--- config.mk ---
export PLATFORM = sky130hd
export DESIGN_NAME = menu_controller
export DESIGN_NICKNAME = d
export VERILOG_FILES = /design/src/rtl/menu_controller_pkg.sv /design/src/rtl/button_debounce.sv /design/src/rtl/menu_controller.sv
export SDC_FILE = /design/constraint.sdc
export NUM_CORES = 1
export LEC_CHECK = 0
export BUFFER_PORTS_ARGS = -buffer_cell sky130_fd_sc_hd__buf_4
export CELL_PAD_IN_SITES_DETAIL_PLACEMENT = 1
export CELL_PAD_IN_SITES_GLOBAL_PLACEMENT = 1
export CORE_AREA = 10 10 108 110
export CTS_CLUSTER_DIAMETER = 150
export DETAILED_ROUTE_END_ITERATION = 8
export DIE_AREA = 0 0 118 120
export PLACE_DENSITY_LB_ADDON = 0.1
export SLEW_MARGIN = 20
export SYNTH_ARGS = -nofsm -noshare
export SYNTH_HDL_FRONTEND = slang
export SYNTH_SLANG_ARGS = --single-unit
--- constraint.sdc ---
create_clock -name CLK -period 5.8 [get_ports CLK]
set_input_delay 1.16 -clock CLK [delete_from_list [all_inputs] [get_ports CLK]]
set_output_delay 1.16 -clock CLK [all_outputs]
set_load 0.02 [all_outputs]
--- src/rtl/menu_controller_pkg.sv ---
// Shared definitions for the board menu: item codes, sequencer states,
// default timing constants and the cursor wrap helper.
package menu_controller_pkg;

    typedef enum logic [3:0] {
        MENU_INACTIVE = 4'd0,
        MENU_OLED_A   = 4'd1,
        MENU_OLED_B   = 4'd2,
        MENU_AVI      = 4'd3
    } menuItem_t;

    typedef enum logic {
        BROWSE = 1'b0,
        ACTIVE = 1'b1
    } menuState_t;

    localparam int DEFAULT_DEBOUNCE_CYCLES   = 100000;
    localparam int DEFAULT_LONG_PRESS_CYCLES = 100000000;
    localparam int DEFAULT_NUM_ITEMS         = 3;

    // Item codes run 1..lastItem; stepping off either end wraps to the other.
    function automatic logic [3:0] stepItem(input logic [3:0] item,
                                            input logic       up,
                                            input logic [3:0] lastItem);
        if (up) begin
            return (item == lastItem) ? MENU_OLED_A : item + 4'd1;
        end
        return (item == MENU_OLED_A) ? lastItem : item - 4'd1;
    endfunction

endpackage

--- src/rtl/button_debounce.sv ---
// Synchronizes, debounces and edge-detects one raw pushbutton.
// A button already held when reset releases is ignored until it is let go once.
module button_debounce
    import menu_controller_pkg::*;
#(
    parameter int DEBOUNCE_CYCLES = DEFAULT_DEBOUNCE_CYCLES
) (
    input  logic CLK,
    input  logic RST,
    input  logic raw,
    output logic level,
    output logic press_pulse
);

    localparam int CntW = $clog2(DEBOUNCE_CYCLES + 1);

    logic            syncA;
    logic            syncB;
    logic [1:0]      syncFill;
    logic            levelPrev;
    logic            released;
    logic [CntW-1:0] stableCnt;

    // syncFill marks when syncB holds a real sample rather than its reset value,
    // so a button held through reset is not mistaken for a release.
    always_ff @(posedge CLK) begin
        if (RST) begin
            syncA       <= 1'b0;
            syncB       <= 1'b0;
            syncFill    <= 2'b00;
            released    <= 1'b0;
            stableCnt   <= '0;
            level       <= 1'b0;
            levelPrev   <= 1'b0;
            press_pulse <= 1'b0;
        end else begin
            syncA    <= raw;
            syncB    <= syncA;
            syncFill <= {syncFill[0], 1'b1};

            if (syncFill[1] && !syncB) begin
                released <= 1'b1;
            end

            if (syncB == level) begin
                stableCnt <= '0;
            end else if (stableCnt == CntW'(DEBOUNCE_CYCLES)) begin
                level     <= syncB;
                stableCnt <= '0;
            end else begin
                stableCnt <= stableCnt + CntW'(1);
            end

            levelPrev   <= level;
            press_pulse <= level && !levelPrev && released;
        end
    end

endmodule

--- src/rtl/menu_controller.sv ---
// Board menu sequencer: cursor navigation while browsing, task entry on btnC,
// button forwarding to the active task and long-press exit back to the menu.
module menu_controller
    import menu_controller_pkg::*;
#(
    parameter int DEBOUNCE_CYCLES   = DEFAULT_DEBOUNCE_CYCLES,
    parameter int LONG_PRESS_CYCLES = DEFAULT_LONG_PRESS_CYCLES,
    parameter int NUM_ITEMS         = DEFAULT_NUM_ITEMS
) (
    input  logic       CLK,
    input  logic       RST,
    input  logic       btnL,
    input  logic       btnR,
    input  logic       btnC,
    output logic [3:0] state,
    output logic [3:0] cursor,
    output logic [2:0] task_btn
);

    localparam int         LpW      = $clog2(LONG_PRESS_CYCLES + 1);
    localparam logic [3:0] LastItem = 4'(NUM_ITEMS);

    menuState_t     fsmState;
    menuState_t     fsmNext;
    logic [3:0]     stateNext;
    logic [3:0]     cursorNext;
    logic [2:0]     taskBtnNext;
    logic           arm;
    logic           armNext;
    logic [LpW-1:0] lpCnt;
    logic [LpW-1:0] lpNext;

    logic pulseL;
    logic pulseR;
    logic pulseC;
    logic levelC;
    logic unusedLevelL;
    logic unusedLevelR;

    button_debounce #(.DEBOUNCE_CYCLES(DEBOUNCE_CYCLES)) debounceL (
        .CLK(CLK), .RST(RST), .raw(btnL), .level(unusedLevelL), .press_pulse(pulseL)
    );

    button_debounce #(.DEBOUNCE_CYCLES(DEBOUNCE_CYCLES)) debounceR (
        .CLK(CLK), .RST(RST), .raw(btnR), .level(unusedLevelR), .press_pulse(pulseR)
    );

    button_debounce #(.DEBOUNCE_CYCLES(DEBOUNCE_CYCLES)) debounceC (
        .CLK(CLK), .RST(RST), .raw(btnC), .level(levelC), .press_pulse(pulseC)
    );

    // arm stays low until btnC is seen released, so the press that entered a
    // task can neither be forwarded as C nor count towards the long-press exit.
    always_comb begin
        fsmNext     = fsmState;
        stateNext   = state;
        cursorNext  = cursor;
        taskBtnNext = 3'b000;
        armNext     = arm;
        lpNext      = lpCnt;

        unique case (fsmState)
            BROWSE: begin
                lpNext = '0;
                if (pulseC) begin
                    fsmNext   = ACTIVE;
                    stateNext = cursor;
                    armNext   = 1'b0;
                end else if (pulseL && !pulseR) begin
                    cursorNext = stepItem(cursor, 1'b0, LastItem);
                end else if (pulseR && !pulseL) begin
                    cursorNext = stepItem(cursor, 1'b1, LastItem);
                end
            end
            ACTIVE: begin
                taskBtnNext = {pulseC && arm, pulseR, pulseL};
                if (!levelC) begin
                    armNext = 1'b1;
                    lpNext  = '0;
                end else if (arm) begin
                    if (lpCnt == LpW'(LONG_PRESS_CYCLES - 1)) begin
                        fsmNext   = BROWSE;
                        stateNext = MENU_INACTIVE;
                        lpNext    = '0;
                    end else begin
                        lpNext = lpCnt + LpW'(1);
                    end
                end
            end
        endcase
    end

    always_ff @(posedge CLK) begin
        if (RST) begin
            fsmState <= BROWSE;
            state    <= MENU_INACTIVE;
            cursor   <= MENU_OLED_A;
            task_btn <= 3'b000;
            arm      <= 1'b0;
            lpCnt    <= '0;
        end else begin
            fsmState <= fsmNext;
            state    <= stateNext;
            cursor   <= cursorNext;
            task_btn <= taskBtnNext;
            arm      <= armNext;
            lpCnt    <= lpNext;
        end
    end

endmodule
Word level (Yosys, flattened, before mapping)
Cells that the tools add are included.
- output and inout port bits: 11
- bits in registers: 115
- bitwise gates (word level): 5
- reduce and logical (&&, ||, !) cells: 31
- equality and inequality tests: 15
- mux-type cells: 29
- add/sub/neg operators: 6
- operators by type and width (cell ; count):
    27-bit 2-to-1 mux ; 3
    27-bit case mux with 2 select lines ; 1
    17-bit by 1-bit adder with 17-bit output (second input constant) ; 3
    17-bit == test (second input constant) ; 3
    4-bit 2-to-1 mux ; 9
    27-bit by 1-bit adder with 27-bit output (second input constant) ; 1
    27-bit == test (second input constant) ; 1
    1-bit 2-to-1 mux ; 13
    1-bit logical AND ; 12
    3-bit OR reduction ; 3
    1-bit logical NOT ; 8
    2-bit by 1-bit != test with 1-bit output (second input constant) ; 4
    4-bit case mux with 2 select lines ; 1
    2-bit AND reduction ; 4
    1-bit NOT ; 5
    4-bit by 1-bit adder with 4-bit output (second input constant) ; 1
    4-bit by 1-bit == test with 1-bit output (second input constant) ; 1
    4-bit by 2-bit == test with 1-bit output (second input constant) ; 1
    1-bit case mux with 2 select lines ; 2
    4-bit AND reduction ; 1
    4-bit by 1-bit subtractor with 4-bit output (second input constant) ; 1
    1-bit == test ; 3
    3-bit != test (second input constant) ; 1
    3-bit AND reduction ; 1
    3 further kinds ; 3

Logic depth before layout (Yosys ltp)
- depth after elaboration: 9
- gate-level depth with buffers: 8
- mapped depth without buffers: 7

Cells and area by module
From an unflattened synthesis, not the netlist that was laid out.
- cell total of the unflattened synthesis: 580
- area total of the unflattened synthesis: 5315.1 µm²
- modules (own cells, without submodules) (module ; cells each ; seq. area each (µm²) ; instances ; area each (µm²)):
    button_debounce ; 115 ; 500.5 ; 3 ; 1068.5
    menu_controller ; 235 ; 800.8 ; 1 ; 2109.5

Worst setup path after synthesis
No wires, ideal clock.
- kind: input to register
- start: in RST
- end: reg lpCnt[8]
- arrival: 2034 ps
- required time: 5736 ps
- slack: 3702 ps
- stages: 6
- setup time: 64 ps
- cell sequence: buf_4 > nor2b_1 > nand2_1 > a21o_1 > buf_2 > nor2_1
- RTL lines (item ; line ; RTL):
    start, declared ; menu_controller.sv:11 ; input logic RST,
    end signal, assigned ; menu_controller.sv:107 ; lpCnt <= lpNext;
    end, declared ; menu_controller.sv:30 ; logic [LpW-1:0] lpCnt;

Worst setup path in the final report
- start: reg lpCnt[0]
- end: reg lpCnt[16]
- longest elaborated chain between the ends: 5
- elaborated cells between the ends (all ways): 6
- ends and longest elaborated chain (item ; line ; RTL):
    27-bit by 1-bit adder with 27-bit output or 27-bit == test (tied branches) ; menu_controller.sv:86, menu_controller.sv:81 ;
    27-bit 2-to-1 mux (*) ; menu_controller.sv:81 ; if (lpCnt == LpW'(LONG_PRESS_CYCLES - 1)) begin
    27-bit 2-to-1 mux (*) ; menu_controller.sv:80 ; end else if (arm) begin
    27-bit 2-to-1 mux (*) ; menu_controller.sv:77 ; if (!levelC) begin
    27-bit case mux with 2 select lines (*) ; menu_controller.sv:62 ; unique case (fsmState)
Every way passes the cells marked *; elsewhere a longest branch is shown, timed or not. The select of a mux whose other input is x is not followed.
A chain may end at the register's enable or synchronous reset.

==> metrics.csv <==
metric,value,unit
grt_use_total,0.145,
clockBufferDepth,2,
ys_ff_latch,111,
netlist_area,0.00478,mm^2
relSlewSlack,0.424,
worst_ep_required_time,6.04,ns
max_cap_violations,0,
grt_overflow,0,
final_cell_area,0.00522,mm^2
synth_cell_type_count,50,
root_buffer,clkbuf_8,
met1_length,5010,um
finalHoldViolCount,0,
yosysTopAreaCell,dfxtp_1,
worst_pin_slew,0.858,ns
insertion_delay,0.39,ns
cts_tree,built,
wl_per_cell,14.7,um
path_class,register to register,
final_cell_mix,"dfxtp_1, nor2_1, xor2_1",
dpl-instance-area,0.00499,mm^2
synth_fa_ha_area_frac,0.0288,
grt_pass1_vias,3585,
ys.flop_type,dfxtp_1,
dr.pass1.iters,4,
layout.cells.most_common,dfxtp_1,
setup_viol,0,
holdBufCountCts,0,
netlist_instances,528,
cts_setup_buffers,0,
hpwl,7090,um
crit_arrival,2.50,ns
drive_above_1_share,0.0768,
yosysWarnings,0,
synthXorXnorAreaFrac,0.130,
setup_tns,0,ns
end_kind,register,
ctsResizeCount,0,
cts_inserted_buffers,9,
drtIter0Drc,127,
synth_fp_nets,544,
place_congestion,0.758,
port_buffers,15,
start_util,0.501,
synth_top_area_share,0.464,
power,1.31,mW
max_clock_freq,443,MHz
dr_wl_met3,318,um
min_path_type,register to register,
rsz0062_at_grt,false,
via_per_inst,5.33,
stdcell_count,680,
vias,3624,
rows,36,
antenna_found_initial,0,
synth_compound_area_frac,0.0416,
crit_path_start_kind,register,
clk_pin_slew,0.11,ns
status,"finished, final reports clean",
die_h,120,um
highest_layer,met4,
post-route-drc-count,0,
synth-edff-count,0,
report.final.slew_viol_count,0,
dieArea,0.0142,mm^2
cts_max_level,3,
power.leakage,1.77,nW
area_growth_syn_to_layout,9.07,%
antenna_cells,0,
synth_area_leaders,"dfxtp_1, xor2_1, nor2_1, xnor2_1, nand4_1",
finalNetCount,558,
core,0.00955,mm^2
period_needed,2.26,ns
seq_area_frac_synth,0.464,
syn_avg_cell_area,9.06,um^2
synthArstFlopShare,0,
synth-simple-area-share,0.296,
p_per_area,251,mW/mm^2
synth_top_family_by_area,simple AND/OR/NAND/NOR gates,
pre_cts_slack,3.16,ns
antenna_left,0,
ios,16,
clock_sinks,111,
layout_setup_ws,3.54,ns
die_width,118,um
ir_drop,0.122,mV
worst_clock_skew,0.0145,ns
totalWireLength,10000,um
grt_start_max_net_pins,29,
period_share,0.389,
dp_cells,664,
wl_met2,4560,um
synthMuxAreaShare,0.00837,
worstPathMaxFanout,24,
grt_pass1_wl,17300,um
==> state kept, by name, summed over array words and instances (netlist names), 3 cells and up <==
register / cells
debounceR.stableCnt: 17
debounceL.stableCnt: 17
debounceC.stableCnt: 17
state: 4
cursor: 4
task_btn: 3
lpCnt: 27
==> stage by stage <==
| stage | utilization | hold WS [ns] |
|---|---|---|
| 6_report | 0.547 | 0.445 |
| 5_1_grt | 0.547 | 0.471 |
| 4_1_cts | 0.547 | 0.453 |
| 3_5_place_dp | 0.523 | 0.428 |
| 3_3_place_gp | 0.523 | 0.422 |
| 2_1_floorplan | - | 0.414 |
==> cells by family after synthesis <==
group	Yosys count
AOI/OAI and AO/OA	29
xor gates and xnor gates	71
adders and majority gates	11
buffers and inverters	32
DFF	111
muxes	4
and+or+nand+nor	270
==> per-layer routing <==
metal,global-route usage,vias to the layer above
met5,0,-
met4,0.0572,0
met3,0.0342,16
met2,0.226,36
met1,0.190,1753
li1,-,1819
==> worst paths after layout <==
check / startpoint / to / slack (ns) / cells past startpoint
min reg2reg: debounceC.syncA$_SDFF_PP0_ / debounceC.syncB$_SDFF_PP0_ / 0.45 / 1
max reg2reg: lpCnt[0]$_SDFFE_PP0P_ / lpCnt[16]$_SDFFE_PP0P_ / 3.54 / 6
max: lpCnt[0]$_SDFFE_PP0P_ / lpCnt[16]$_SDFFE_PP0P_ / 3.54 / 6
min: debounceC.syncA$_SDFF_PP0_ / debounceC.syncB$_SDFF_PP0_ / 0.45 / 1
==> critical path, cell delays in order, from the launching register on <==
cell	delay [ns]
dfxtp_1	0.41
ha_1	0.22
and3_1	0.20
nand3_2	0.11
nor3_1	0.34
a21o_1	0.72
nor2_1	0.11
==> layout make-up <==
| class | count | area [um^2] |
|---|---|---|
| flip-flops and latches | 111 | 2220 |
| well taps | 133 | 166 |
| multi-input cells | 385 | 2410 |
| fillers | 1135 | 4330 |
| repair buffers | 15 | 113 |
| inverters | 20 | 75.1 |
| clock buffers | 9 | 124 |
| clock inverters | 7 | 105 |
==> Yosys cell counts (all sizes together), types with 2 or more instances <==
cell type / number
nand4b: 4
mux2i: 4
nand4: 26
inv: 20
nand2: 32
nor4b: 2
xnor2: 21
and4: 8
buf: 6
nor2b: 13
nor4bb: 2
o21ai: 4
or3: 5
nand3: 29
nand3b: 2
nor4: 5
ha: 11
nor3: 15
o311ai: 2
a21oi: 12
a21boi: 2
and3b: 4
dfxtp: 111
nand2b: 3
and3: 14
nor3b: 2
xor2: 50
nor2: 97
clkbuf: 6
and2: 3
a22o: 4
==> report_power, final <==
group	switching, mW	internal, mW	total, mW
Sequential	0.00293	0.766	0.769
Clock	0.278	0.248	0.527
Combinational	0.00893	0.00592	0.0148
Note: power is estimated with default switching activity, not from simulation.
